==> src/rtl/sc_pointtype_seq_pkg.sv <==
// Shared encodings for the point-type register sequencer: FSM states,
// shift-select codes and rotate direction.
package sc_pointtype_seq_pkg;

  typedef enum logic [2:0] {
    IDLE  = 3'd0,
    CLEAR = 3'd1,
    LOAD0 = 3'd2,
    RUN   = 3'd3,
    SHIFT = 3'd4,
    LOAD1 = 3'd5,
    TRANS = 3'd6,
    PAUSE = 3'd7
  } state_t;

  localparam logic [1:0] SHIFT_NONE  = 2'b00;
  localparam logic [1:0] SHIFT_LEFT  = 2'b01;
  localparam logic [1:0] SHIFT_RIGHT = 2'b10;

  localparam logic LEFT  = 1'b0;
  localparam logic RIGHT = 1'b1;

  function automatic logic [1:0] shiftCode(input logic dir);
    return (dir == RIGHT) ? SHIFT_RIGHT : SHIFT_LEFT;
  endfunction

endpackage

==> src/rtl/sc_pointtype_prescaler.sv <==
// Free-running divider producing a one-cycle shift tick every TICK_PERIOD
// enabled cycles; holds its count while disabled.
module sc_pointtype_prescaler #(
  parameter int TICK_PERIOD = 25000000,
  parameter int TICK_WIDTH  = 25
) (
  input  logic SC_RegPOINTTYPE_CLOCK_50,
  input  logic SC_RegPOINTTYPE_RESET_InHigh,
  input  logic enable,
  input  logic restart,
  output logic tick
);

  localparam logic [TICK_WIDTH-1:0] LAST = TICK_WIDTH'(TICK_PERIOD - 1);

  logic [TICK_WIDTH-1:0] count;

  assign tick = enable && (count == LAST);

  always_ff @(posedge SC_RegPOINTTYPE_CLOCK_50 or posedge SC_RegPOINTTYPE_RESET_InHigh) begin
    if (SC_RegPOINTTYPE_RESET_InHigh) count <= '0;
    else if (restart)                 count <= '0;
    else if (enable)                  count <= tick ? '0 : count + 1'b1;
  end

endmodule

==> src/rtl/sc_pointtype_sequencer.sv <==
// Control FSM for the point-type register: clear, load0, periodic rotate,
// level-advance load1 and transition patterns. Define SC_POINTTYPE_SEQ_PAUSE_EN for pause.
module sc_pointtype_sequencer
  import sc_pointtype_seq_pkg::*;
#(
  parameter int DATAWIDTH        = 8,
  parameter int TICK_PERIOD      = 25000000,
  parameter int TICK_WIDTH       = 25,
  parameter int SHIFTS_PER_LEVEL = 8,
  parameter int LEVEL_WIDTH      = 3,
  parameter logic [DATAWIDTH-1:0] TRANS_PATTERN = 8'b10000001
) (
  input  logic                   SC_RegPOINTTYPE_CLOCK_50,
  input  logic                   SC_RegPOINTTYPE_RESET_InHigh,
  input  logic                   start_InLow,
  input  logic                   stop_InLow,
  input  logic                   left_InLow,
  input  logic                   right_InLow,
  input  logic                   levelup_InLow,
  input  logic                   pause_InLow,
  output logic                   clear_OutLow,
  output logic                   load0_OutLow,
  output logic                   load1_OutLow,
  output logic [1:0]             shiftselection_Out,
  output logic                   transition_Out,
  output logic [DATAWIDTH-1:0]   transitionDATA_OutBUS,
  output logic [LEVEL_WIDTH-1:0] level_OutBUS,
  busy_Out
);

  localparam int SCW = $clog2(SHIFTS_PER_LEVEL + 1);
  localparam logic [SCW-1:0] SHIFT_LAST = SCW'(SHIFTS_PER_LEVEL - 1);

  state_t                 state, nextState;
  logic                   dir, nextDir;
  logic [LEVEL_WIDTH-1:0] level, nextLevel;
  logic [SCW-1:0]         shiftCnt, nextShiftCnt;
  logic                   tick, stopReq, pauseEdge, prescEnable, prescRestart;
  logic [2*DATAWIDTH-1:0] patPair;
  logic [DATAWIDTH-1:0]   transPat;

`ifdef SC_POINTTYPE_SEQ_PAUSE_EN
  logic pausePrev;
  always_ff @(posedge SC_RegPOINTTYPE_CLOCK_50 or posedge SC_RegPOINTTYPE_RESET_InHigh) begin
    if (SC_RegPOINTTYPE_RESET_InHigh) pausePrev <= 1'b1;
    else                              pausePrev <= pause_InLow;
  end
  assign pauseEdge = pausePrev && !pause_InLow;
`else
  logic unusedPause;
  assign unusedPause = pause_InLow;
  assign pauseEdge   = 1'b0;
`endif

  assign stopReq      = (state != IDLE) && !stop_InLow;
  // Freeze the count on the pause edge so a paused run resumes mid-period.
  assign prescEnable  = (state == RUN) && !pauseEdge;
  assign prescRestart = stopReq || (state inside {IDLE, CLEAR, TRANS});

  sc_pointtype_prescaler #(
    .TICK_PERIOD (TICK_PERIOD),
    .TICK_WIDTH  (TICK_WIDTH)
  ) uPrescaler (
    .SC_RegPOINTTYPE_CLOCK_50     (SC_RegPOINTTYPE_CLOCK_50),
    .SC_RegPOINTTYPE_RESET_InHigh (SC_RegPOINTTYPE_RESET_InHigh),
    .enable                       (prescEnable),
    .restart                      (prescRestart),
    .tick                         (tick)
  );

  always_comb begin
    nextState    = state;
    nextDir      = dir;
    nextLevel    = level;
    nextShiftCnt = shiftCnt;
    if (state != IDLE) begin
      if (!left_InLow && right_InLow)      nextDir = LEFT;
      else if (left_InLow && !right_InLow) nextDir = RIGHT;
    end
    if (stopReq) begin
      nextState    = IDLE;
      nextShiftCnt = '0;
    end else begin
      case (state)
        IDLE:  if (!start_InLow) nextState = CLEAR;
        CLEAR: begin
          nextState    = LOAD0;
          nextLevel    = '0;
          nextShiftCnt = '0;
          nextDir      = LEFT;
        end
        LOAD0: nextState = RUN;
        RUN: begin
          // levelup wins over a coincident tick; that tick is dropped.
          if (!levelup_InLow) nextState = TRANS;
          else if (pauseEdge) nextState = PAUSE;
          else if (tick)      nextState = SHIFT;
        end
        SHIFT: begin
          if (shiftCnt == SHIFT_LAST) begin
            nextShiftCnt = '0;
            nextState    = LOAD1;
          end else begin
            nextShiftCnt = shiftCnt + 1'b1;
            nextState    = RUN;
          end
        end
        LOAD1: begin
          nextLevel = level + 1'b1;
          nextState = RUN;
        end
        TRANS: nextState = RUN;
`ifdef SC_POINTTYPE_SEQ_PAUSE_EN
        PAUSE: if (pauseEdge) nextState = RUN;
`endif
        default: nextState = IDLE;
      endcase
    end
  end

  // Upper half of the doubled pattern shifted left is the rotate-left result.
  assign patPair  = {TRANS_PATTERN, TRANS_PATTERN} << (int'(nextLevel) % DATAWIDTH);
  assign transPat = patPair[2*DATAWIDTH-1 -: DATAWIDTH];

  always_ff @(posedge SC_RegPOINTTYPE_CLOCK_50 or posedge SC_RegPOINTTYPE_RESET_InHigh) begin
    if (SC_RegPOINTTYPE_RESET_InHigh) begin
      state                 <= IDLE;
      dir                   <= LEFT;
      level                 <= '0;
      shiftCnt              <= '0;
      clear_OutLow          <= 1'b1;
      load0_OutLow          <= 1'b1;
      load1_OutLow          <= 1'b1;
      shiftselection_Out    <= SHIFT_NONE;
      transition_Out        <= 1'b0;
      transitionDATA_OutBUS <= '0;
      busy_Out              <= 1'b0;
    end else begin
      state                 <= nextState;
      dir                   <= nextDir;
      level                 <= nextLevel;
      shiftCnt              <= nextShiftCnt;
      clear_OutLow          <= (nextState != CLEAR);
      load0_OutLow          <= (nextState != LOAD0);
      load1_OutLow          <= (nextState != LOAD1);
      shiftselection_Out    <= (nextState == SHIFT) ? shiftCode(nextDir) : SHIFT_NONE;
      transition_Out        <= (nextState == TRANS);
      transitionDATA_OutBUS <= (nextState == TRANS) ? transPat : '0;
      busy_Out              <= (nextState != IDLE);
    end
  end

  assign level_OutBUS = level;

endmodule

==> config.mk <==
export PLATFORM = sky130hd
export DESIGN_NAME = sc_pointtype_sequencer
export DESIGN_NICKNAME = d
export VERILOG_FILES = /design/src/rtl/sc_pointtype_seq_pkg.sv /design/src/rtl/sc_pointtype_prescaler.sv /design/src/rtl/sc_pointtype_sequencer.sv
export SDC_FILE = /design/constraint.sdc
export NUM_CORES = 1
export LEC_CHECK = 0
export ABC_CLOCK_PERIOD_IN_PS = 3900
export CAP_MARGIN = 5
export CORE_ASPECT_RATIO = 0.6
export CORE_MARGIN = 3
export CORE_UTILIZATION = 43
export CTS_CLUSTER_DIAMETER = 100
export CTS_CLUSTER_SIZE = 8
export DETAILED_ROUTE_END_ITERATION = 6
export PLACE_DENSITY = 0.68
export SLEW_MARGIN = 0
export SYNTH_ARGS = -nofsm -noshare
export SYNTH_HDL_FRONTEND = slang
export SYNTH_HIERARCHICAL = 1
export SYNTH_SLANG_ARGS = --single-unit
==> constraint.sdc <==
create_clock -name SC_RegPOINTTYPE_CLOCK_50 -period 3.9 [get_ports SC_RegPOINTTYPE_CLOCK_50]
set_input_delay 0.78 -clock SC_RegPOINTTYPE_CLOCK_50 [delete_from_list [all_inputs] [get_ports SC_RegPOINTTYPE_CLOCK_50]]
set_output_delay 0.78 -clock SC_RegPOINTTYPE_CLOCK_50 [all_outputs]
set_load 0.1 [all_outputs]
==> run metrics <==
launching point of the worst reg2reg path=state[1]; antenna violations before repair=0; wire length of the first global-routing pass=9050 um; First-pass DRT Iterations=4; Endpoint, Worst Hold=shiftCnt[3]; htree depth=2; setup_tns=0 ns; antenna fix cells=0; total CTS buffers=5; ys async rst share=1.00; sequential area share after synthesis=0.476; WP buf/inv=0; DIE WIDTH=108 um; Synth Register Bits=51; CTS tree=done; worst-path cell chain=nand2_2 > nor2_1 > and4_4 > nand3_2 > nor4_1 > nand4bb_1 > o221ai_1 > and2_1 > or3b_1; DIE AREA=7270 sq um; warnings from Yosys=6; met3 GRT Util=0.0353; most common cell after layout, fill and taps aside=dfrtp_1; Die Y=67.3 um; Netlist cell types=65; DR DRC count=0; startpoint class of the critical path=flop; Via density=5.30; FF-to-FF End=busy_Out[0]; GPL Wtd Cong=0.838; Hold Fails Final Rpt=0; Avg Synthesized Cell Area=10.3 sq um; Synth Instances=261; Total GRT Usage=0.162; starting density of the core=0.463; most frequent cells in the layout=dfrtp_1 (48), nor2_1 (27), clkdlybuf4s50_1 (24); Crit path required time=4.10 ns; total number of vias=1962; Least-Margin Pin Slew=0.983 ns; Largest stage delay, worst path=0.62 ns; final antenna-violating net count=0; outcome=finished clean; PostCTS Resize Cnt=0; port buffer count=24; placed cell count=362; root buf cell=clkbuf_8; clk slew on worst S/H paths=0.10 ns; Skew-Pair Late Insertion Delay=0.31 ns; dpl hpwl=4100 um; vias in the first global route=1775; r2r setup slk=0.96 ns; busiest grt layer=met1; synthesized area=2690 sq um; boundary pin count=28; row cnt=21; drt wl/cell=14.8 um; share of cells above drive strength 1=0.121; Finished Layout Cells=370; Hold Path Cell Cnt=1; Clock Sinks=51; Slew Limit Fails=0; power density over the cells=490 nW/um^2; cells on worst reg2reg path=9; number of flops mapped to enable cells by yosys=0; post-route clock skew=0.00980 ns; RSZ-0062 raised after global routing=no; CP arrival=3.14 ns; fin nets=302; minimum clock period=2.94 ns; DR iter-0 viols=110; met2 GRT Util=0.198; CP Capture Type=flop; Max VDD drop=0.000329 V; Slowest-stage cell, CP=nor4_1; hold path startpoint=shiftCnt[3]; period utilization=0.754; worst min-delay path category=reg -> reg; clk buf depth=2; Maximum Capacitance Violations=0; worst setup path class=reg -> reg; largest net degree at the start of global routing=27; Max Clk Rate=340 MHz; Total Routed Length=5470 um; Syn-to-layout area delta=14.9%; Core Util, Final=0.532; worst relative slew slack=0.342; total gr overflow=0; hold_buf cts=0; core footprint=5810 sq um; Pleak=1.29 nW; critical path peak fanout=4; CP delay by family, top=simple AND/OR/NAND/NOR gates; setup bufs post-CTS=0; GR Layer Usage met1=0.271; final setup vio count=0; most common flop cell mapped by yosys=dfrtp_1
==> worst reg2reg max path, cell delays in order, from the launching register on <==
cell,delay [ns]
dfrtp_1,0.37
nand2_2,0.10
nor2_1,0.28
and4_4,0.29
nand3_2,0.14
nor4_1,0.62
nand4bb_1,0.21
o221ai_1,0.22
and2_1,0.24
or3b_1,0.36
==> metrics by stage <==
step	hold WS [ns]	cell area, sq um	setup slack, ns	power, W
floorplan	0.436	2690	1.15	0.00110
CTS	0.483	3090	1.01	0.00152
global route	0.502	3090	0.780	0.00160
detailed placement	0.469	3000	0.712	0.00122
global placement	0.456	3000	0.707	0.00121
finish	0.484	3090	0.958	0.00151
==> kinds of logic after synthesis <==
kind of cell,after synthesis,share of synthesized area
xor gates and xnor gates,19,0.0619
other,1,0.00139
muxes,2,0.00745
DFF,51,0.476
adders and majority gates,5,0.0233
AOI/OAI and AO/OA,38,0.121
buffers and inverters,25,0.0470
and+or+nand+nor,120,0.262
==> where the power goes <==
group          leakage (nW)  internal (W)  total [W]  switching (W)
sequential            0.694      0.000574   0.000597      0.0000233
combinational         0.558      0.000175   0.000613       0.000438
clock                0.0412      0.000126   0.000304       0.000178
==> worst max-delay path by stage <==
stage	from	endpoint	slack (ns)	cells after the start
after global routing	state[1]	busy_Out[0]	0.78	9
after global placement	stop_InLow	uPrescaler/count[19]	0.71	8
after CTS	state[1]	busy_Out[0]	1.01	9
final	state[1]	busy_Out[0]	0.96	9
after floorplan	state[2]	busy_Out[0]	1.15	10
after detailed placement	stop_InLow	uPrescaler/count[19]	0.71	8
==> synthesized netlist by cell type (all sizes together) (3+ instances only) <==
cell type / number / area (sq um)
and4: 3 / 28.8
xnor2: 6 / 52.6
nand2: 20 / 82.6
nor4: 5 / 37.5
xor2: 13 / 114
nand4: 7 / 43.8
nand2b: 3 / 18.8
and2: 3 / 18.8
buf: 9 / 66.3
dfstp: 3 / 78.8
a21oi: 10 / 50.1
nor2: 27 / 101
dfrtp: 48 / 1200
inv: 16 / 60.1
nand3: 16 / 85.1
o21ai: 4 / 20.0
nor3: 13 / 70.1
ha: 5 / 62.6
a211oi: 3 / 32.5
nand3b: 5 / 50.1
==> final cells by class <==
| cell class | count | area [sq um] |
|---|---|---|
| inverter | 16 | 60.1 |
| tap | 80 | 100 |
| clock inverter | 2 | 12.5 |
| multi-input combinational | 186 | 1290 |
| clock buffer | 6 | 72.6 |
| sequential | 51 | 1280 |
| timing repair buffer | 29 | 278 |
| fill | 526 | 2720 |
==> routing by layer <==
| metal | routed length [um] | part of all wire |
|---|---|---|
| met3 | 375 | 0.069 |
| met4 | 40 | 0.0073 |
| met1 | 3000 | 0.55 |
| met5 | 0 | 0 |
| met2 | 2050 | 0.37 |
==> sequential cells by signal, indices dropped and copies added (netlist names) <==
signal,count
uPrescaler/count,25
transitionDATA_OutBUS,8
shiftCnt,4
level_OutBUS,3
state,3
shiftselection_Out,2
busy_Out,1
clear_OutLow,1
dir,1
load0_OutLow,1
load1_OutLow,1
transition_Out,1
(Power assumes the default switching activity.)
==> RTL edit, RTL diff (same settings) <==
Add a define of `SC_POINTTYPE_SEQ_PAUSE_EN`.
--- a/src/rtl/sc_pointtype_sequencer.sv
+++ b/src/rtl/sc_pointtype_sequencer.sv
@@ -1,4 +1,6 @@
 // Control FSM for the point-type register: clear, load0, periodic rotate,
 // level-advance load1 and transition patterns. Define SC_POINTTYPE_SEQ_PAUSE_EN for pause.
+`define SC_POINTTYPE_SEQ_PAUSE_EN
+
 module sc_pointtype_sequencer
   import sc_pointtype_seq_pkg::*;
Behaviour: not the same (a bounded check fails within 10 cycles, from zero or initial values and one cycle with SC_RegPOINTTYPE_RESET_InHigh high).
==> RTL edit against the original RTL <==
Sequential cell count grew 1. Clock skew grew 0.0033 ns. Worst setup slack improved by 0.032 ns. Worst hold slack better by 0.022 ns. Cell area decreased by 1.1%. Critical path depth shrank 2. Via count increased by 4.2%. Die area up 1.1%. Core utilization down 0.84 points. Final cell count up 1.1%. Routed wire length grew 1.9%. Synthesized area up 1.2%. Critical endpoint is now uPrescaler/count[17].
Power is not compared: it rests on default switching activity, and its combinational part moved more than twofold at a synthesized area within 25%.
==> RTL edit: results (changes against the original RTL) <==
metric,value,unit,change
firstDrtPassIters,4,,unchanged
buffers_added_on_ports,25,,+4.2%
insertion_delay,0.31,ns,about the same
registers_with_the_most_flip_flops,"uPrescaler/count (25), transitionDATA_OutBUS (8), shiftCnt (4)",,
critPathCaptureType,flip-flop,,
power.leakage,1.31,nW,
tns,0,ns,unchanged
first_global_vias,1914,,+7.8%
hold_end,transitionDATA_OutBUS[4],,
post_drt_via_cell_ratio,5.47,,+3.1%
ys_warn_count,6,,unchanged
buffers_inserted_by_post_cts_timing_repair,0,,unchanged
grt_first_pass_wirelength,9.65,mm,+6.6%
synth-seq-area-share,48.0,%,+0.40 points
wl_per_cell,14.9,microns,+0.79%
rr_endpoint,uPrescaler/count[17],,
worst_case_register_to_register_setup_slack,1.15,ns,+0.19 ns
hold_class,reg -> reg,,
cts_buffer_depth,2,,unchanged
drive_gt1_share,10.9,%,-1.2 points
cp_slowest_cell,sky130_fd_sc_hd__clkdlybuf4s50_1,,
r2r.worst_path.cells,6,,-3
postSynth.asyncResetShare,100,%,unchanged
synth.cells.most_frequent,"48 x sky130_fd_sc_hd__dfrtp_1, 30 x sky130_fd_sc_hd__nor2_1, 19 x sky130_fd_sc_hd__nand3_1, 17 x sky130_fd_sc_hd__nand2_1, 15 x sky130_fd_sc_hd__xor2_1",,
nNetsFinal,306,,+1.3%
synth_cell_type_count,60,,-7.7%
globalplace.congestion,0.833,,-0.53%
drt-initial-drc-count,86,,-22%
r2r-start,state[2],,
critical_path_data_arrival_time,3.12,ns,-0.02 ns
critical_path.max_fanout,9,,+5
postPlaceCellArea,2970,sq um,-1.0%
status,completed,,
dominantRegCellSynth,sky130_fd_sc_hd__dfrtp_1,,
cp_slowest_stage_delay,0.59,ns,-0.03 ns
filler_cell_count,553,,+5.1%
critPathTopFamily,compound AO/OA/AOI/OAI gates,,
worst_clk_skew,0.0131,ns,+0.00332 ns
grtUsageTotal,17.0,%,+0.79 points
numCtsBuffers,5,,unchanged
htree_num_levels,2,,unchanged
cts_root_buffer,sky130_fd_sc_hd__clkbuf_8,,
grt_max_degree,28,,+3.7%
cts-resized-gates,0,,unchanged
slew_headroom,33.8,%,-0.41 points
launch_point_of_the_worst_hold_path,level_OutBUS[1],,
timing.critical_path.from,stop_InLow,,
synth.area.top_cells,"sky130_fd_sc_hd__dfrtp_1 44%, sky130_fd_sc_hd__xor2_1 4.8%, sky130_fd_sc_hd__nor2_1 4.1%",,
hold_path_depth,1,,unchanged
hpwlAfterDp,4.11,mm,+0.37%
vdd_ir_drop_max,0.000242,V,
cts.reportedPaths.clkPinSlew,0.10,ns,about the same
-- RTL edit: per-layer routing --
| metal | part of all wire, % | up-vias | track usage (%) |
|---|---|---|---|
| met4 | 0.68 | 0 | 4.25 |
| li1 | - | 988 | - |
| met5 | 0 | - | 0 |
| met3 | 7.7 | 5 | 3.63 |
| met2 | 37 | 79 | 22.4 |
| met1 | 54 | 973 | 27.3 |
-- RTL edit: layout make-up --
cell class	count	share of cell area [%]
flip-flops and latches	52	42.8
clock buffers	7	2.50
well taps	80	3.28
multi-input cells	191	40.4
repair buffers	27	8.68
clock inverters	1	0.164
inverters	16	2.21
-- RTL edit: logic make-up (layout without fill, tap and decap cells) --
kind of cell,count (synthesis),after routing,synth area share (%)
AND/OR/NAND/NOR,123,123,26.3
AO/OA/AOI/OAI,38,38,9.01
flip-flops,52,52,48.0
buffers and inverters,31,51,6.80
XOR/XNOR,21,21,6.76
multiplexers,2,2,0.736
other,1,2,0.138
adder cells (fa/ha/maj),5,5,2.30
-- RTL edit: through the flow --
| stage | setup WS, ns | hold WS [ns] | utilization, % | power, mW | std cells |
|---|---|---|---|---|---|
| floorplan | 1.70 | 0.496 | - | 0.799 | 274 |
| global placement | 0.723 | 0.498 | 51.0 | 0.842 | 366 |
| detailed placement | 0.654 | 0.493 | 51.0 | 0.847 | 366 |
| CTS | 1.00 | 0.507 | 52.4 | 1.15 | 374 |
| global route | 0.742 | 0.559 | 52.4 | 1.19 | 374 |
| finish | 0.990 | 0.506 | 52.4 | 1.14 | 374 |
-- RTL edit: power by group --
group          switching [mW]  internal [mW]  total [mW]
Sequential             0.0312          0.564       0.595
Combinational           0.179         0.0627       0.242
Clock                   0.173          0.126       0.300
